## config.mk

```make
export PLATFORM = sky130hd
export DESIGN_NAME = vga_scene_renderer
export DESIGN_NICKNAME = d
export VERILOG_FILES = /design/src/rtl/vga_scene_renderer.sv
export SDC_FILE = /design/constraint.sdc
export NUM_CORES = 1
export LEC_CHECK = 0
export BUFFER_PORTS_ARGS = -buffer_cell sky130_fd_sc_hd__buf_2
export CAP_MARGIN = 10
export CELL_PAD_IN_SITES_DETAIL_PLACEMENT = 2
export CELL_PAD_IN_SITES_GLOBAL_PLACEMENT = 2
export CORE_ASPECT_RATIO = 1.1
export CORE_UTILIZATION = 30
export CTS_BUF_LIST = sky130_fd_sc_hd__clkbuf_8
export CTS_CLUSTER_SIZE = 28
export DETAILED_ROUTE_END_ITERATION = 7
export GPL_TIMING_DRIVEN = 0
export HOLD_SLACK_MARGIN = 0.08
export PLACE_DENSITY_LB_ADDON = 0.1
export SYNTH_ARGS = -nofsm -noshare
export SYNTH_HDL_FRONTEND = slang
export SYNTH_SLANG_ARGS = --single-unit
```

## constraint.sdc

```tcl
create_clock -name clk -period 4.9 [get_ports clk]
set_clock_uncertainty 0.05 [all_clocks]
set_input_delay 0.245 -clock clk [delete_from_list [all_inputs] [get_ports clk]]
set_output_delay 0.245 -clock clk [all_outputs]
set_load 0.03 [all_outputs]
```

## src/rtl/vga_scene_renderer.sv

```systemverilog
// vga_scene_renderer
//
// VGA scan generator and sprite compositor for the frog game. It draws one
// frog and NUM_CARS car squares over an optional grid background. Sprite
// positions and colours are copied into shadow registers once per frame, so
// a sprite never tears mid-frame. A pixel-level frog/car overlap flag is
// gathered over each frame and reported when the frame wraps.
//
// Ports
//   clk, reset            pixel clock, synchronous active-high reset
//   grid_en               1 = draw grid lines every GRID_SIZE pixels
//   frog_x, frog_y        frog top-left corner
//   car_x_bus, car_y_bus  car i top-left at bits [10i+9:10i]
//   car_color_bus         car i {r,g,b} at bits [9i+8:9i]
//   red, green, blue      registered 3-3-3 pixel colour
//   hsync, vsync          registered sync, polarity set by SYNC_ACTIVE_HIGH
//   pixel_x, pixel_y      coordinates of the pixel currently on red/green/blue
//   frame_start           one-cycle pulse while pixel (0,0) is presented
//   collision             frog/car overlap seen in the last completed frame
//   collision_valid       one-cycle pulse when collision is updated
//
// Handshake: there is none. Every output is a free-running registered stream
// that changes once per pixel clock; consumers sample it each cycle.
//
// Pipeline: counters -> combinational compose -> output registers. All
// outputs are mutually aligned and lag the counters by one cycle.

module vga_scene_renderer #(
    parameter int         H_DISPLAY        = 640,
    parameter int         H_FRONT          = 16,
    parameter int         H_SYNC           = 96,
    parameter int         H_BACK           = 48,
    parameter int         V_DISPLAY        = 480,
    parameter int         V_FRONT          = 10,
    parameter int         V_SYNC           = 2,
    parameter int         V_BACK           = 33,
    parameter int         NUM_CARS         = 10,
    parameter int         CAR_SIZE         = 32,
    parameter int         FROG_SIZE        = 32,
    parameter int         GRID_SIZE        = 32,
    parameter int         SYNC_ACTIVE_HIGH = 1,
    parameter logic [8:0] FROG_COLOR       = 9'b000_111_000,
    parameter logic [8:0] GRID_COLOR       = 9'b100_100_100
) (
    input  logic                     clk,
    input  logic                     reset,
    input  logic                     grid_en,
    input  logic [9:0]               frog_x,
    input  logic [9:0]               frog_y,
    input  logic [10*NUM_CARS-1:0]   car_x_bus,
    input  logic [10*NUM_CARS-1:0]   car_y_bus,
    input  logic [9*NUM_CARS-1:0]    car_color_bus,
    output logic [2:0]               red,
    output logic [2:0]               green,
    output logic [2:0]               blue,
    output logic                     hsync,
    output logic                     vsync,
    output logic [9:0]               pixel_x,
    output logic [9:0]               pixel_y,
    output logic                     frame_start,
    output logic                     collision,
    output logic                     collision_valid
);

    localparam int H_TOTAL = H_DISPLAY + H_FRONT + H_SYNC + H_BACK;
    localparam int V_TOTAL = V_DISPLAY + V_FRONT + V_SYNC + V_BACK;

    localparam logic [9:0]  H_LAST    = 10'(H_TOTAL - 1);
    localparam logic [9:0]  V_LAST    = 10'(V_TOTAL - 1);
    localparam logic [9:0]  H_ACT     = 10'(H_DISPLAY);
    localparam logic [9:0]  V_ACT     = 10'(V_DISPLAY);
    localparam logic [9:0]  HS_START  = 10'(H_DISPLAY + H_FRONT);
    localparam logic [9:0]  HS_END    = 10'(H_DISPLAY + H_FRONT + H_SYNC);
    localparam logic [9:0]  VS_START  = 10'(V_DISPLAY + V_FRONT);
    localparam logic [9:0]  VS_END    = 10'(V_DISPLAY + V_FRONT + V_SYNC);
    localparam logic [9:0]  GRID_MASK = 10'(GRID_SIZE - 1);
    localparam logic [10:0] CAR_SZ    = 11'(CAR_SIZE);
    localparam logic [10:0] FROG_SZ   = 11'(FROG_SIZE);
    localparam logic        SYNC_ON   = (SYNC_ACTIVE_HIGH != 0);

    // Scan counters
    logic [9:0] h_cnt;
    logic [9:0] v_cnt;
    logic       line_wrap;
    logic       frame_wrap;

    // Shadowed sprite state, reloaded only at the frame wrap
    logic [9:0]             frog_x_q;
    logic [9:0]             frog_y_q;
    logic [10*NUM_CARS-1:0] car_x_q;
    logic [10*NUM_CARS-1:0] car_y_q;
    logic [9*NUM_CARS-1:0]  car_color_q;

    logic collision_acc;

    // Compose results
    logic       active;
    logic       frog_hit;
    logic       car_hit;
    logic [8:0] car_color;
    logic       grid_hit;
    logic [8:0] pixel_color;
    logic       hs_on;
    logic       vs_on;
    logic       collision_now;

    // Span test done in 11 bits so a sprite near column/row 1023 is clipped
    // at the edge instead of wrapping around to 0.
    function automatic logic in_span(input logic [9:0]  pos,
                                     input logic [9:0]  start,
                                     input logic [10:0] size);
        logic [10:0] pos_w;
        logic [10:0] start_w;
        pos_w   = {1'b0, pos};
        start_w = {1'b0, start};
        return (pos_w >= start_w) && (pos_w < (start_w + size));
    endfunction

    assign line_wrap  = (h_cnt == H_LAST);
    assign frame_wrap = line_wrap && (v_cnt == V_LAST);

    always_ff @(posedge clk) begin
        if (reset) begin
            h_cnt <= '0;
            v_cnt <= '0;
        end else if (line_wrap) begin
            h_cnt <= '0;
            v_cnt <= (v_cnt == V_LAST) ? 10'd0 : v_cnt + 10'd1;
        end else begin
            h_cnt <= h_cnt + 10'd1;
        end
    end

    always_ff @(posedge clk) begin
        if (reset) begin
            frog_x_q    <= '0;
            frog_y_q    <= '0;
            car_x_q     <= '0;
            car_y_q     <= '0;
            car_color_q <= '0;
        end else if (frame_wrap) begin
            frog_x_q    <= frog_x;
            frog_y_q    <= frog_y;
            car_x_q     <= car_x_bus;
            car_y_q     <= car_y_bus;
            car_color_q <= car_color_bus;
        end
    end

    always_comb begin
        active    = (h_cnt < H_ACT) && (v_cnt < V_ACT);
        frog_hit  = in_span(h_cnt, frog_x_q, FROG_SZ) && in_span(v_cnt, frog_y_q, FROG_SZ);
        car_hit   = 1'b0;
        car_color = 9'd0;
        // Walk from the highest index down so the lowest-index hit car is
        // the last writer and therefore supplies the colour.
        for (int i = NUM_CARS - 1; i >= 0; i--) begin
            if (in_span(h_cnt, car_x_q[10*i +: 10], CAR_SZ) &&
                in_span(v_cnt, car_y_q[10*i +: 10], CAR_SZ)) begin
                car_hit   = 1'b1;
                car_color = car_color_q[9*i +: 9];
            end
        end
        grid_hit = grid_en && (((h_cnt & GRID_MASK) == 10'd0) ||
                               ((v_cnt & GRID_MASK) == 10'd0));

        pixel_color = 9'd0;
        if (active) begin
            if (car_hit) begin
                pixel_color = car_color;
            end else if (frog_hit) begin
                pixel_color = FROG_COLOR;
            end else if (grid_hit) begin
                pixel_color = GRID_COLOR;
            end
        end

        hs_on         = (h_cnt >= HS_START) && (h_cnt < HS_END);
        vs_on         = (v_cnt >= VS_START) && (v_cnt < VS_END);
        collision_now = active && frog_hit && car_hit;
    end

    // A hit in the wrap cycle itself is folded in before the clear.
    always_ff @(posedge clk) begin
        if (reset) begin
            collision_acc   <= 1'b0;
            collision       <= 1'b0;
            collision_valid <= 1'b0;
        end else if (frame_wrap) begin
            collision_acc   <= 1'b0;
            collision       <= collision_acc | collision_now;
            collision_valid <= 1'b1;
        end else begin
            collision_acc   <= collision_acc | collision_now;
            collision_valid <= 1'b0;
        end
    end

    always_ff @(posedge clk) begin
        if (reset) begin
            red         <= '0;
            green       <= '0;
            blue        <= '0;
            hsync       <= ~SYNC_ON;
            vsync       <= ~SYNC_ON;
            pixel_x     <= '0;
            pixel_y     <= '0;
            frame_start <= 1'b0;
        end else begin
            red         <= pixel_color[8:6];
            green       <= pixel_color[5:3];
            blue        <= pixel_color[2:0];
            hsync       <= hs_on ? SYNC_ON : ~SYNC_ON;
            vsync       <= vs_on ? SYNC_ON : ~SYNC_ON;
            pixel_x     <= h_cnt;
            pixel_y     <= v_cnt;
            frame_start <= (h_cnt == 10'd0) && (v_cnt == 10'd0);
        end
    end

endmodule
```

==> results.md <==
| Step | Result | This run |
|:---|:---|:---|
| sta | Hold Fails Final Rpt | 0 |
| logic synthesis | Count of yosys warnings during synthesis | 0 |
| logic synthesis | Area share of the leading cell type in the synthesized netlist | 0.3371 |
| routing | Detail Route Antenna Nets | 0 |
| global routing | Largest net degree at the start of global routing | 22 |
| floorplanning | Die ar. | 73330 µm² |
| min path | WHS Path Cells | 3 |
| critical path | Buffering stage count on the worst path with inverters included | 2 |
| critical path | Longest individual stage delay on the worst path | 1160 ps |
| critical path | Element type at the critical path end | flip-flop |
| logic synthesis | Number of enable-type register cells in the synthesized netlist | 0 |
| logic synthesis | Count leader, synth | sky130_fd_sc_hd__dfxtp_1 |
| sta | Final setup violation count | 0 |
| place | Placement-stage worst setup slack | -173.5 ps |
| flow run | Maximum Capacitance Violations | 0 |
| floorplanning | Width of the chip | 258.3 µm |
| critical path | Dominant cell type by count on the critical path | sky130_fd_sc_hd__a21oi_1 |
| routing | Final routed wire length divided by cell count | 23.55 µm |
| run status | Status | complete, no violations |
| clock network | Count of H-tree levels built during CTS | 3 |
| critical path | Max FO, Critical Path | 12 |
| critical path | Cell depth of the worst flop-to-flop path | 12 |
| sta | Max-slew headroom at the worst pin | 0.1523 |
| place | Placed Area | 24910 µm² |
| cells and area | Filler instances | 7985 |
| logic synthesis | Post-synthesis instance total | 2523 |
| critical path | Worst reg-to-reg setup slack | 280 ps |
| global routing | Overall overflow remaining after global route | 0 |
| sta | Minimum setup slack in the final design | 279.8 ps |
| floorplanning | Core region area | 71650 µm² |
| cells and area | Final instance area | 29540 µm² |
| routing | Vias per std cell | 5.232 |
| cells and area | Multi-input gate area | 13070 µm² |
| sta | Final Critical Period | 4620 ps |
| logic synthesis | Count of state elements after synthesis | 365 |
| critical path | Category of the critical setup timing path | reg2reg |
| clock network | Clock slew at reported path FFs | 70 ps |
| sta | Hold slack final | 206.8 ps |
| logic synthesis | Primary flip-flop cell chosen by synthesis mapping | sky130_fd_sc_hd__dfxtp_1 |
| place | Number of buffers added on ports | 346 |
| pwr | Leakage power total | 12.61 nW |
| routing | Residual DRC | 0 |
| floorplanning | Ports | 347 |
| pwr | Highest ir drop seen on vdd | 0.1755 mV |
| logic synthesis | Dominant cell type by area after synthesis | sky130_fd_sc_hd__dfxtp_1 |
| critical path | CP Depth | 12 |
| logic synthesis | Mapped Area | 21670 µm² |
| sta | RSZ-0062 raised after global routing | false |
| critical path | Critical-path top delay cell | sky130_fd_sc_hd__dfxtp_1 |
| global routing | Global-route wire length before repair | 152.5 mm |
| sta | Final period utilization | 0.9429 |
| logic synthesis | Synth cell count leaders | 365 x sky130_fd_sc_hd__dfxtp_1, 356 x sky130_fd_sc_hd__ha_1, 269 x sky130_fd_sc_hd__nand2_1 |
| logic synthesis | Synth cell types | 81 |
| sta | Final slew viol count | 0 |
| cells and area | Number of nets in the layout | 3935 |
| routing | Number of DRC violations after detailed-routing iteration 0 | 782 |
| logic synthesis | Share of flip-flops with an asynchronous set or reset after synthesis | 0 |
| clock network | Maximum count of clock buffers along a single path | 3 |
| critical path | Kind of start point of the critical path | flip-flop |
| logic synthesis | Sequential element share of the synthesized area | 0.3371 |
| routing | First-pass iteration count of the detailed router | 6 |
| logic synthesis | Ranking of synthesized cells by area | sky130_fd_sc_hd__dfxtp_1 34%, sky130_fd_sc_hd__ha_1 21%, sky130_fd_sc_hd__o21ai_0 6.1% |
| place | DPL Wire Length | 71.95 mm |
| critical path | Cell-by-cell trace of the critical path | ha_1 > a21oi_1 > o21ai_1 > a31oi_1 > nor4_1 > a221oi_1 > and2_1 > clkbuf_1 > or4_4 > buf_2 > o211ai_1 > a21oi_1 |
| critical path | CP required | 5390 ps |
| logic synthesis | Average footprint of a synthesized cell | 8.591 µm² |
| floorplanning | Cell Rows | 103 |
| logic synthesis | Net count after synthesis | 3192 |
| critical path | Worst Path Arrival | 5110 ps |
| clock network | Number of clock buffers inserted by TritonCTS | 71 |
| sta | Setup TNS Final | 0 ps |
| place | Last weighted congestion value of the routability-driven placer | 0.8578 |
| global routing | Number of antenna violations at the first check in global routing | 7 |
| min path | Min-delay worst type | in2reg |
| clock network | Worst-skew pair later-pin latency | 670 ps |
| cells and area | Fraction of final layout cells sized beyond drive strength 1 | 0.1546 |
| cells and area | Relative area change from synthesis to final layout | 36.30% |
| pwr | Total power | 0.007132 W |
| critical path | Cell family contributing the most delay on the critical path | compound AO/OA/AOI/OAI gates |
| cells and area | Sequential cell area | 7322 µm² |
| routing | Final WL | 100.5 mm |
| global routing | Via count of the first global-routing pass | 25724 |
| routing | Vias after detailed routing | 22324 |
| clock network | TritonCTS Sinks | 365 |
| sta | Slew at the pin with the worst max-slew slack | 1270 ps |
| clock network | TritonCTS clock tree | done |
| global routing | Overall global routing resource usage | 0.2729 |
| clock network | Post-CTS Setup Bufs | 0 |
| sta | Maximum frequency from static timing analysis | 216.4 MHz |
| pwr | Pwr dens | 241.4 nW/µm² |
| clock network | Library cell used as clock root buffer | sky130_fd_sc_hd__clkbuf_8 |
| floorplanning | Overall die height | 283.9 µm |
| floorplanning | Starting density of the core | 0.3025 |
## cells in the final DEF, fill, tap and decap left out, types with 11 or more instances in the layout
cell                            instances
sky130_fd_sc_hd__nor2_1                88
sky130_fd_sc_hd__xnor2_1               72
sky130_fd_sc_hd__dfxtp_2               12
sky130_fd_sc_hd__ha_1                 356
sky130_fd_sc_hd__a21oi_1              102
sky130_fd_sc_hd__clkinv_2              12
sky130_fd_sc_hd__nand3_1               84
sky130_fd_sc_hd__o21ai_1               34
sky130_fd_sc_hd__nand2b_1              17
sky130_fd_sc_hd__dlygate4sd3_1        310
sky130_fd_sc_hd__dfxtp_1              353
sky130_fd_sc_hd__a211oi_1              23
sky130_fd_sc_hd__o21ai_0              266
sky130_fd_sc_hd__nand2_1              269
sky130_fd_sc_hd__a22o_1                99
sky130_fd_sc_hd__a31oi_1               17
sky130_fd_sc_hd__a2111oi_0             11
sky130_fd_sc_hd__a21o_1                32
sky130_fd_sc_hd__o211ai_1              20
sky130_fd_sc_hd__o2111ai_1             13
sky130_fd_sc_hd__o21a_1                26
sky130_fd_sc_hd__nand4_1               27
sky130_fd_sc_hd__buf_2                347
sky130_fd_sc_hd__clkbuf_8              85
sky130_fd_sc_hd__nor2b_1               36
sky130_fd_sc_hd__inv_1                272
sky130_fd_sc_hd__and3_1                15
sky130_fd_sc_hd__clkbuf_1              80
sky130_fd_sc_hd__nor3_1                30
## worst register-to-register path, stage by stage (launching register included)
cell	delay, ps
sky130_fd_sc_hd__dfxtp_1	1160
sky130_fd_sc_hd__ha_1	440
sky130_fd_sc_hd__a21oi_1	160
sky130_fd_sc_hd__o21ai_1	80
sky130_fd_sc_hd__a31oi_1	270
sky130_fd_sc_hd__nor4_1	80
sky130_fd_sc_hd__a221oi_1	670
sky130_fd_sc_hd__and2_1	230
sky130_fd_sc_hd__clkbuf_1	390
sky130_fd_sc_hd__or4_4	250
sky130_fd_sc_hd__buf_2	230
sky130_fd_sc_hd__o211ai_1	130
sky130_fd_sc_hd__a21oi_1	360
## registers in the layout, indices dropped and copies added (netlist names)
signal,cells
red,3
collision_valid,1
collision,1
car_color_q,90
car_y_q,100
car_x_q,100
collision_acc,1
hsync,1
h_cnt,10
pixel_y,10
frog_y_q,10
v_cnt,10
pixel_x,10
frame_start,1
vsync,1
frog_x_q,10
green,3
blue,3
## kinds of logic (layout without fill, tap and decap cells)
| kind of cell | count (synthesis) | count (layout) | share of synthesized area |
|---|---|---|---|
| AO/OA/AOI/OAI | 737 | 737 | 0.2209 |
| AND/OR/NAND/NOR | 635 | 635 | 0.1422 |
| flip-flops | 365 | 365 | 0.3371 |
| adder cells (fa/ha/maj) | 356 | 356 | 0.2055 |
| buffers and inverters | 346 | 1142 | 0.06015 |
| XOR/XNOR | 81 | 81 | 0.03273 |
| multiplexers | 3 | 3 | 0.001385 |
| other | 0 | 3 | 0 |
## per-layer routing
metal,global-route usage,routed length (µm)
met5,0,35
met4,0.1189,4142
met3,0.04180,4091
met2,0.4980,50790
met1,0.3111,41440
## where the power goes
part	switching (W)	internal (W)
clock	0.00151	0.00185
combinational	0.000406	0.000370
sequential	0.0000184	0.00298
total	0.00194	0.00520
## stage by stage
step                std cells  utilization
floorplan                2523            -
global placement         3814       0.3432
detailed placement       3828       0.3477
CTS                      4264       0.4119
global route             4267       0.4123
finish                   4267       0.4123
## worst paths after layout
kind | startpoint | endpoint
worst max-delay path | v_cnt[2] | blue[0]
worst min-delay path | reset | pixel_y[9]
worst max register to register | v_cnt[2] | blue[0]
worst min register to register | car_color_q[31] | car_color_q[31]
## final cells by class
cell class,instances,area share
multi-input combinational,1812,0.4425
sequential,365,0.2478
timing repair buffer,670,0.1740
tap,945,0.04002
clock buffer,85,0.03960
inverter,257,0.03265
buffer,89,0.01199
clock inverter,41,0.01118
antenna,3,0.0002541
## what timing repair did
action / CTS / global route
hold buffers: 310 / 0
gates resized for setup: 1 / 16
endpoints found under the hold margin: 310 / 0
endpoints found under the setup margin: 101 / 37
Power figures use the tool's default switching activity.
